[config.mk]
export PLATFORM = sky130hd
export DESIGN_NAME = prio_encode_sampler
export DESIGN_NICKNAME = d
export VERILOG_FILES = /design/src/rtl/prio_enc_pkg.sv /design/src/rtl/sw_debounce.sv /design/src/rtl/prio_encode_sampler.sv
export SDC_FILE = /design/constraint.sdc
export NUM_CORES = 1
export LEC_CHECK = 0
export CAP_MARGIN = 20
export CORE_ASPECT_RATIO = 1.75
export CORE_MARGIN = 2
export CORE_UTILIZATION = 35
export CTS_CLUSTER_SIZE = 25
export DETAILED_ROUTE_END_ITERATION = 6
export SYNTH_ARGS = -nofsm -noshare
export SYNTH_HDL_FRONTEND = slang
export SYNTH_HIERARCHICAL = 1
export SYNTH_SLANG_ARGS = --single-unit
[constraint.sdc]
create_clock -name clk -period 1.5 [get_ports clk]
set_input_delay 0.225 -clock clk [delete_from_list [all_inputs] [get_ports clk]]
set_output_delay 0.225 -clock clk [all_outputs]
set_load 0.01 [all_outputs]
[src/rtl/prio_enc_pkg.sv]
// prio_enc_pkg: shared widths and priority-encode helper for the switch encoders
package prio_enc_pkg;
  localparam int SW_W = 8;
  localparam int CODE_W = 3;
  function automatic logic [CODE_W:0] prio_enc(input logic [SW_W-1:0] v);
    logic [CODE_W:0] r;
    r = '0;
    for (int i = 0; i < SW_W; i++)
      if (v[i]) r = {1'b1, CODE_W'(i)};
    return r;
  endfunction
endpackage

[src/rtl/sw_debounce.sv]
// sw_debounce: 2-flop synchroniser plus whole-vector stability counter
module sw_debounce #(
  parameter int W = 8,
  parameter int DEBOUNCE_CYCLES = 4
) (
  input  logic         clk,
  input  logic         rst_n,
  input  logic [W-1:0] d,
  output logic [W-1:0] q
);
  localparam int CNT_W = $clog2(DEBOUNCE_CYCLES + 1);
  logic [W-1:0] r_sync1, r_sync2, r_prev, r_stable;
  logic [CNT_W-1:0] r_cnt;
  always_ff @(posedge clk or negedge rst_n)
    if (!rst_n) begin
      r_sync1  <= '0;
      r_sync2  <= '0;
      r_prev   <= '0;
      r_stable <= '0;
      r_cnt    <= '0;
    end else begin
      r_sync1 <= d;
      r_sync2 <= r_sync1;
      r_prev  <= r_sync2;
      if (r_sync2 != r_prev || r_sync2 == r_stable) r_cnt <= '0;
      else if (r_cnt == CNT_W'(DEBOUNCE_CYCLES - 1)) begin
        r_stable <= r_sync2;
        r_cnt    <= '0;
      end else r_cnt <= r_cnt + CNT_W'(1);
    end
  assign q = r_stable;
endmodule

[src/rtl/prio_encode_sampler.sv]
// prio_encode_sampler: debounced 8-line switch sampler feeding a 3-bit priority code
module prio_encode_sampler
  import prio_enc_pkg::*;
#(
  parameter int DEBOUNCE_CYCLES = 4
) (
  input  logic              clk,
  input  logic              rst_n,
  input  logic [SW_W-1:0]   sw_in,
  input  logic              en,
  output logic [CODE_W-1:0] code,
  output logic              valid,
  output logic              changed
);
  logic [SW_W-1:0] w_stable;
  logic [CODE_W:0] w_next;
  sw_debounce #(.W(SW_W), .DEBOUNCE_CYCLES(DEBOUNCE_CYCLES)) u_deb (
    .clk(clk), .rst_n(rst_n), .d(sw_in), .q(w_stable)
  );
  // prio_enc already yields all-zero for an empty vector, so valid=0 forces code=0
  always_comb w_next = en ? prio_enc(w_stable) : '0;
  always_ff @(posedge clk or negedge rst_n)
    if (!rst_n) begin
      code    <= '0;
      valid   <= 1'b0;
      changed <= 1'b0;
    end else begin
      {valid, code} <= w_next;
      changed       <= w_next != {valid, code};
    end
endmodule

==> impl_metrics.tcl, run 1 <==
set metrics [dict create \
    status "finished, violations left" \
    failed_checks "negative setup slack" \
    grt_pass1_vias 984 \
    dr_total_vias 902 \
    ys_ff_latch 40 \
    final.setup_skew_ps 5.299 \
    timing.hold.ws_ps 351.7 \
    setup_viol 12 \
    max_freq_mhz 573.0 \
    hold_violations 0 \
    synth-edff-count 0 \
    coreArea_sq_mm 0.004150 \
    overflow 0 \
    hold_path.class "reg2reg" \
    hold_end "u_deb/r_sync2[0]" \
    cp_data_arrival_time_ps 1920 \
    async_reset_ff_frac 1.000 \
    grt_pass1_wl_um 4450 \
    gr-usage-met3 0.03289 \
    place_hpwl_um 1913 \
    syn_inst 99 \
    grt_util_all_layers 0.1257 \
    clk-insertion-delay-late_ps 290 \
    clock_sinks 40 \
    synth_flop_cell "dfrtp_1" \
    ant_nets 0 \
    path_max_fanout 8 \
    place_ws_ps -282.9 \
    grt_use_met1 0.1307 \
    fin_util 0.4821 \
    dp_cells 178 \
    ys_types 25 \
    critPathCaptureType "flop" \
    rsz0062_at_grt "yes" \
    r2r_setup_slack_ps -250 \
    cts_buffer_depth 2 \
    die-area_sq_mm 0.004934 \
    peakVddDrop_mv 0.5908 \
    clk_pin_slew_ps 80 \
    tightestPinTransition_ps 439.7 \
    min_delay_path_depth 0 \
    num_rows 31 \
    yosysTopAreaCell "dfrtp_1" \
    grt_max_degree 21 \
    avgSynthCellArea_sq_um 15.44 \
    io_buffers 15 \
    routed_via_density 4.772 \
    synth_seq_area_share 0.6547 \
    fillerInstances 365 \
    critPathLaunchType "flop" \
    r2r-start "u_deb/r_sync2[5]" \
    cts_buffers 5 \
    fin_ws_ps -245.1 \
    die_h_um 91.44 \
    finalInstanceArea_sq_mm 0.002001 \
    firstDrtPassIters 3 \
    yosys-top-cells-area "dfrtp_1, xnor2_1, xor2_1" \
    max_slew_margin 0.7069 \
    cap_violations 0 \
    cts_tree "yes" \
    r2r-end "u_deb/q[3]" \
    multi_input_area_sq_um 546.8 \
    fin_crit_sh 1.163 \
    power.density_mw_per_mm2 974.8 \
    yosysWarnings 6 \
    drt_iter0_markers 9 \
    p_leak_nw 0.8959 \
    antenna_cells 0 \
    die_x_um 53.96 \
    tns_ps -2161 \
    crit_type "reg2reg" \
    min-delay-start "u_deb/r_sync1[0]" \
    use_met2 0.2134 \
    place_congestion 0.7166 \
    antenna_found_initial 0 \
    nNetsFinal 151 \
    drc 0 \
    cts.root.buffer_cell "clkbuf_8" \
    crit_required_ps 1670 \
    wl_um 2580 \
    synth.net_count 111 \
    drive_gt1_frac 0.3214 \
    drv_slew 0 \
    start_util 0.3684 \
    wire_per_inst_um 13.65 \
    synth.top_cell.area_share 0.6547 \
    postPlaceCellArea_sq_mm 0.001849 \
    period_minus_slack_ps 1745 \
    report.power.total_mw 1.950 \
    regArea_sq_mm 0.001007 \
    layoutNonFillerInstCount 189 \
    r2r_cells 4 \
    syn_area_sq_mm 0.001529 \
    cts_max_level 2 \
    pin_count 16 \
    gr-max-usage-layer "met2" \
    area_growth_syn_to_layout_pct 30.85 \
]
registers in the layout, summed over array words and instances, names as in the netlist:
name	count
changed	1
code	3
u_deb/q	8
u_deb/r_cnt	3
u_deb/r_prev	8
u_deb/r_sync1	8
u_deb/r_sync2	8
valid	1
how the worst max path moves through the flow:
stage	from	end
3_5_place_dp	u_deb/r_sync2[5]	u_deb/q[3]
5_1_grt	u_deb/r_sync2[5]	u_deb/q[7]
2_1_floorplan	u_deb/r_sync2[4]	u_deb/q[3]
6_report	u_deb/r_sync2[5]	u_deb/q[3]
4_1_cts	u_deb/r_sync2[6]	u_deb/q[3]
3_3_place_gp	u_deb/r_sync2[5]	u_deb/q[6]
synthesized netlist by cell type, types with 2 or more instances:
library cell,n
a21oi_1,2
dfrtp_1,40
mux2_2,6
mux2_4,2
nand2_1,2
nand4_1,2
nor2_1,3
nor2b_1,2
nor3_1,2
nor3b_1,2
nor4_4,3
o211ai_1,2
o21ai_0,2
o31a_1,2
xnor2_1,10
xor2_1,8
layout by cell type (no fill, tap or decap), types with 2 or more instances in the layout:
cell and instances:
a21oi_1 2, buf_4 15, buf_6 2, clkbuf_8 5, clkdlybuf4s50_1 13, dfrtp_1 35, dfrtp_2 5, mux2_2 6
mux2_4 2, nand2_1 2, nand4_1 2, nor2_1 3, nor2b_1 2, nor3_1 2, nor3b_1 2, nor4_4 3
o211ai_1 2, o21ai_0 2, o31a_1 2, xnor2_1 9, xor2_1 6, xor2_2 2
layer usage:
layer	vias to the layer above	routed length, um
li1	421	-
met1	458	995
met2	17	1436
met3	6	80
met4	0	68
met5	-	0
cells by family (layout without fill, tap and decap cells):
| family | count (synthesis) | in the layout | synth area share |
|---|---|---|---|
| adder cells (fa/ha/maj) | 1 | 1 | 0.008182 |
| AO/OA/AOI/OAI | 12 | 12 | 0.06547 |
| multiplexers | 8 | 8 | 0.06383 |
| buffers and inverters | 1 | 42 | 0.002453 |
| AND/OR/NAND/NOR | 19 | 19 | 0.1023 |
| XOR/XNOR | 18 | 18 | 0.1031 |
| flip-flops | 40 | 40 | 0.6547 |
area by class of cell:
class / instances / share of cell area
inverter: 1 / 0.001876
clock inverter: 2 / 0.008130
multi-input combinational: 58 / 0.2733
sequential: 40 / 0.5034
timing repair buffer: 33 / 0.1463
clock buffer: 6 / 0.03627
tap: 49 / 0.03064
power breakdown:
group          total, mW  leakage, nW  switching [mW]  internal (mW)
Combinational      0.112        0.357          0.0545         0.0571
Clock              0.702       0.0414           0.371          0.331
Sequential          1.14        0.498          0.0256           1.11
Total               1.95        0.896           0.451           1.50
worst max-delay path: stages, from the launching register on:
cell	delay (ps)
dfrtp_2	450
xor2_2	170
nor4_4	380
o2111ai_4	280
mux2_4	350
repair_timing:
item                       in CTS  in global routing
setup endpoints to repair      12                 13
hold buffers                    1                  0
pin swaps                       3                  5
hold endpoints to repair       18                  0
resized for setup               3                  7
buffers inserted                0                  2
Power figures use the tool's default switching activity.
==> run 2: changes to the inputs <==
--- a/config.mk
+++ b/config.mk
@@ -9,7 +9,9 @@
 export CORE_ASPECT_RATIO = 1.75
 export CORE_MARGIN = 2
-export CORE_UTILIZATION = 35
+export CORE_UTILIZATION = 49
+export CTS_CLUSTER_DIAMETER = 200
 export CTS_CLUSTER_SIZE = 25
 export DETAILED_ROUTE_END_ITERATION = 6
+export PLACE_DENSITY = 0.73
 export SYNTH_ARGS = -nofsm -noshare
 export SYNTH_HDL_FRONTEND = slang
==> constraint.sdc (replaced) <==
create_clock -name clk -period 1.5 [get_ports clk]
set_input_delay 0.225 -clock clk [delete_from_list [all_inputs] [get_ports clk]]
set_output_delay 0.225 -clock clk [all_outputs]
set_load 0.005 [all_outputs]
==> impl_metrics.tcl, run 2 (synthesis gave the netlist of run 1 again) <==
set metrics [dict create \
    fin_crit_sh 1.187 \
    rsz0062_at_grt "yes" \
    routed_via_density 4.920 \
    max_freq_mhz 561.4 \
    layout.cells.most_common_list "dfrtp_1, buf_4, clkdlybuf4s50_1" \
    wire_per_inst_um 13.93 \
    cts_tree "yes" \
    antenna_cells 0 \
    path_cells "xnor2_1 > nand4_1 > o2111ai_4 > mux2_2" \
    r2r_cells 4 \
    p_leak_nw 0.9351 \
    cpLargestDelayFamily "flip-flops" \
    die_h_um 77.90 \
    cp_data_arrival_time_ps 1950 \
    pin_count 16 \
    path_depth 4 \
    drt_iter0_markers 2 \
    cts_max_level 2 \
    peakVddDrop_mv 0.8631 \
    netSwitchingPower_uw 424.0 \
    r2r-start "u_deb/r_sync2[3]" \
    dr_total_vias 920 \
    status "finished, violations left" \
    die_x_um 46.23 \
    failed_checks "negative setup slack" \
    place_hpwl_um 1853 \
    place_ws_ps -315.9 \
    cts_buffer_depth 2 \
    critPathMaxStageDelay_ps 440 \
    clkPwrFrac 0.396 \
    die-area_sq_mm 0.003601 \
    grt_pass1_wl_um 4298 \
    p_sw_frac 0.2020 \
    period_minus_slack_ps 1781 \
    grt_util_all_layers 0.1717 \
    clk_pin_slew_ps 70 \
    final_common_cell "dfrtp_1" \
    pwr-share-seq 0.542 \
    area_growth_syn_to_layout_pct 36.74 \
    grt_max_degree 41 \
    path_max_fanout 8 \
    cts.root.buffer_cell "clkbuf_8" \
    hold_violations 0 \
    critPathCaptureType "flop" \
    nNetsFinal 156 \
    r2r_setup_slack_ps -280 \
    ant_nets 0 \
    drc 0 \
    combPwrFrac 0.062 \
    hold_path.class "reg2reg" \
    tightestPinTransition_ps 386.0 \
    worstSetupStartpoint "u_deb/r_sync2[3]" \
    postPlaceCellArea_sq_mm 0.001846 \
    io_buffers 15 \
    r2r-end "u_deb/q[0]" \
    antenna_found_initial 0 \
    critPathLaunchType "flop" \
    num_rows 26 \
    power.density_mw_per_mm2 1004 \
    drive_gt1_frac 0.3724 \
    report.power.total_mw 2.099 \
    cap_violations 0 \
    drv_slew 0 \
    coreArea_sq_mm 0.002960 \
    intPower_mw 1.675 \
    fin_ws_ps -281.1 \
    wl_um 2605 \
    clock_sinks 40 \
    finalInstanceArea_sq_mm 0.002091 \
    crit_end "u_deb/q[0]" \
    crit_type "reg2reg" \
    crit_required_ps 1670 \
    clk-insertion-delay-late_ps 290 \
    cp_num_buf_inv 0 \
    final.setup_skew_ps 5.253 \
    place_congestion 0.8149 \
    grt_pass1_vias 940 \
    setup_viol 12 \
    firstDrtPassIters 3 \
    overflow 0 \
    max_slew_margin 0.7426 \
    critical_path.slowest_cell "dfrtp_2" \
    cts_buffers 5 \
    min-delay-start "u_deb/r_sync1[3]" \
    start_util 0.5165 \
]
-- run 2: worst reg2reg max path: stages, from the launching register on --
cell and delay, ps:
dfrtp_2 440, xnor2_1 200, nand4_1 220, o2111ai_4 420, mux2_2 390
-- run 2: metrics by stage --
step                      hold slack (ps)  TNS [ps]    util  instances
after floorplan                    -70.59    -620.0       -         99
after global placement              207.0     -2052  0.6234        170
after CTS                           351.4     -2097  0.6813        184
after detailed placement            209.0     -2915  0.6234        170
after global routing                355.6     -3807  0.7063        187
final                               349.3     -2737  0.7063        187
-- run 2: how the worst min path moves through the flow --
stage                  endpoint  slack, ps  cells after the start
2_1_floorplan           changed        -70                      0
3_3_place_gp    u_deb/r_prev[3]        210                      2
3_5_place_dp     u_deb/r_cnt[1]        210                      2
4_1_cts        u_deb/r_sync2[0]        350                      0
5_1_grt        u_deb/r_sync1[4]        360                      1
6_report       u_deb/r_sync2[3]        350                      0
-- run 2: cell type report --
cell class | count | area [sq um]
inverters | 1 | 3.754
well taps | 42 | 52.55
clock inverters | 2 | 35.03
fillers | 194 | 869.6
repair buffers | 38 | 340.3
flip-flops and latches | 40 | 1006
clock buffers | 6 | 72.57
multi-input cells | 58 | 580.6
-- run 2: per-layer routing --
layer	up-vias	wire length, um	GRT usage
met4	0	90	0.1000
met1	461	1028	0.1890
li1	432	-	-
met5	-	0	0
met2	19	1408	0.2778
met3	8	77	0.04884
-- run 2: what timing repair did --
action	4_1_cts	5_1_grt
gates resized for setup	3	11
setup buffers	5	3
setup endpoints to repair	12	12
pin swaps	4	2
hold buffers	1	0
endpoints found under the hold margin	40	0
-- run 2: power by group through the flow --
stage	clock network (mW)	logic [mW]	registers, mW
after floorplan	0	0.0443	1.15
after global placement	0	0.107	1.15
after detailed placement	0	0.110	1.16
after CTS	0.853	0.123	1.13
after global routing	0.912	0.142	1.14
final	0.832	0.130	1.14
==> run 3: changes to the inputs <==
Settings changed: REMOVE_ABC_BUFFERS set to 1.
==> impl_metrics.tcl, run 3 (synthesis gave the netlist of run 1 again) <==
set metrics [dict create \
    status "finished, violations left" \
    failed_checks "negative setup slack" \
    die_x_um 46.23 \
    postPlaceCellArea_sq_mm 0.001852 \
    wire_per_inst_um 13.33 \
    pwr-share-seq 0.574 \
    fin_crit_sh 1.172 \
    period_minus_slack_ps 1758 \
    grt_max_degree 22 \
    peakVddDrop_mv 0.7811 \
    coreArea_sq_mm 0.002960 \
    critPathCaptureType "flop" \
    clock_sinks 40 \
    final.setup_skew_ps 2.354 \
    drive_gt1_frac 0.2878 \
    routed_via_density 4.939 \
    place_hpwl_um 1822 \
    cts.root.buffer_cell "clkbuf_8" \
    ant_nets 0 \
    layout.cells.most_common_list "dfrtp_1, clkdlybuf4s50_1, buf_4" \
    grt_pass1_wl_um 4195 \
    timing.hold.ws_ps 351.3 \
    crit_type "reg2reg" \
    rsz0062_at_grt "yes" \
    place_congestion 0.7877 \
    power.density_mw_per_mm2 995.6 \
    num_rows 26 \
    clk-insertion-delay-late_ps 290 \
    final_common_cell "dfrtp_1" \
    tightestPinTransition_ps 459.3 \
    antenna_cells 0 \
    intPower_mw 1.540 \
    die_h_um 77.90 \
    cts_max_level 2 \
    cts_tree "yes" \
    wl_um 2413 \
    clkPwrFrac 0.369 \
    fin_util 0.6703 \
    antenna_found_initial 0 \
    layoutNonFillerInstCount 181 \
    firstDrtPassIters 4 \
    drc 0 \
    netSwitchingPower_uw 435.5 \
    p_sw_frac 0.2204 \
    finalInstanceArea_sq_mm 0.001984 \
    start_util 0.5165 \
    drt_iter0_markers 8 \
    cp_data_arrival_time_ps 1930 \
    crit_required_ps 1670 \
    grt_util_all_layers 0.1664 \
    max_freq_mhz 569.0 \
    pin_count 16 \
    hold_path.class "reg2reg" \
    path_max_fanout 8 \
    setup_viol 11 \
    drv_slew 0 \
    critPathLaunchType "flop" \
    io_buffers 15 \
    dp_cells 171 \
    cap_violations 0 \
    cts_buffer_depth 2 \
    nNetsFinal 150 \
    hold_violations 0 \
    dr_total_vias 894 \
    tns_ps -2111 \
    clk_pin_slew_ps 70 \
    p_leak_nw 0.8760 \
    die-area_sq_mm 0.003601 \
    grt_pass1_vias 971 \
    area_growth_syn_to_layout_pct 29.79 \
    fin_ws_ps -257.5 \
    max_slew_margin 0.6938 \
    cts_buffers 5 \
    combPwrFrac 0.057 \
    overflow 0 \
]
==> run 3: area by class of cell <==
class / instances / area [sq um]
Inverter: 1 / 3.754
Tap cell: 42 / 52.55
Clock buffer: 6 / 82.58
Timing Repair Buffer: 32 / 295.3
Fill cell: 226 / 975.9
Multi-Input combinational cell: 58 / 531.8
Clock inverter: 2 / 15.01
Sequential cell: 40 / 1003
==> run 3: worst paths after layout <==
path | end | slack (ps) | depth (start not counted) | from
min | u_deb/r_sync2[6] | 350 | 0 | u_deb/r_sync1[6]
max reg2reg | u_deb/q[6] | -260 | 4 | u_deb/r_sync2[4]
min in group asynchronous | u_deb/r_prev[3] | 420 | 2 | rst_n
max | u_deb/q[6] | -260 | 4 | u_deb/r_sync2[4]
max in group asynchronous | u_deb/r_sync2[1] | 620 | 3 | rst_n
min reg2reg | u_deb/r_sync2[6] | 350 | 0 | u_deb/r_sync1[6]
==> run 3: layer usage <==
metal | vias to the layer above | part of all wire | wire length [um] | track usage
li1 | 421 | - | - | -
met1 | 448 | 0.38 | 920 | 0.1804
met2 | 19 | 0.56 | 1356 | 0.2722
met3 | 6 | 0.034 | 81 | 0.04884
met4 | 0 | 0.023 | 55 | 0.09429
met5 | - | 0 | 0 | 0
==> run 3: power groups by stage <==
stage	combinational [mW]	sequential, mW	clock [mW]
5_1_grt	0.123	1.14	0.801
4_1_cts	0.113	1.13	0.757
6_report	0.112	1.13	0.730
3_5_place_dp	0.108	1.16	0
2_1_floorplan	0.0442	1.15	0
3_3_place_gp	0.105	1.15	0
==> run 3: worst max-delay path, cell delays in order, from the launching register on <==
cell and delay (ps):
dfrtp_1 430, xor2_1 180, nor4_4 400, o2111ai_4 280, mux2_4 360
==> run 3: what timing repair did <==
| item | 4_1_cts | 5_1_grt |
|---|---|---|
| endpoints found under the hold margin | 20 | 0 |
| endpoints found under the setup margin | 11 | 12 |
| pin swaps | 2 | 9 |
| setup buffers | 1 | 0 |
| hold buffers | 1 | 0 |
| gates resized for setup | 1 | 4 |
==> run 3: metrics by stage <==
stage / setup slack [ps] / power, mW
2_1_floorplan: -97.15 / 1.194
3_3_place_gp: -247.0 / 1.259
3_5_place_dp: -261.4 / 1.263
4_1_cts: -265.2 / 2.004
5_1_grt: -338.5 / 2.064
6_report: -257.5 / 1.976
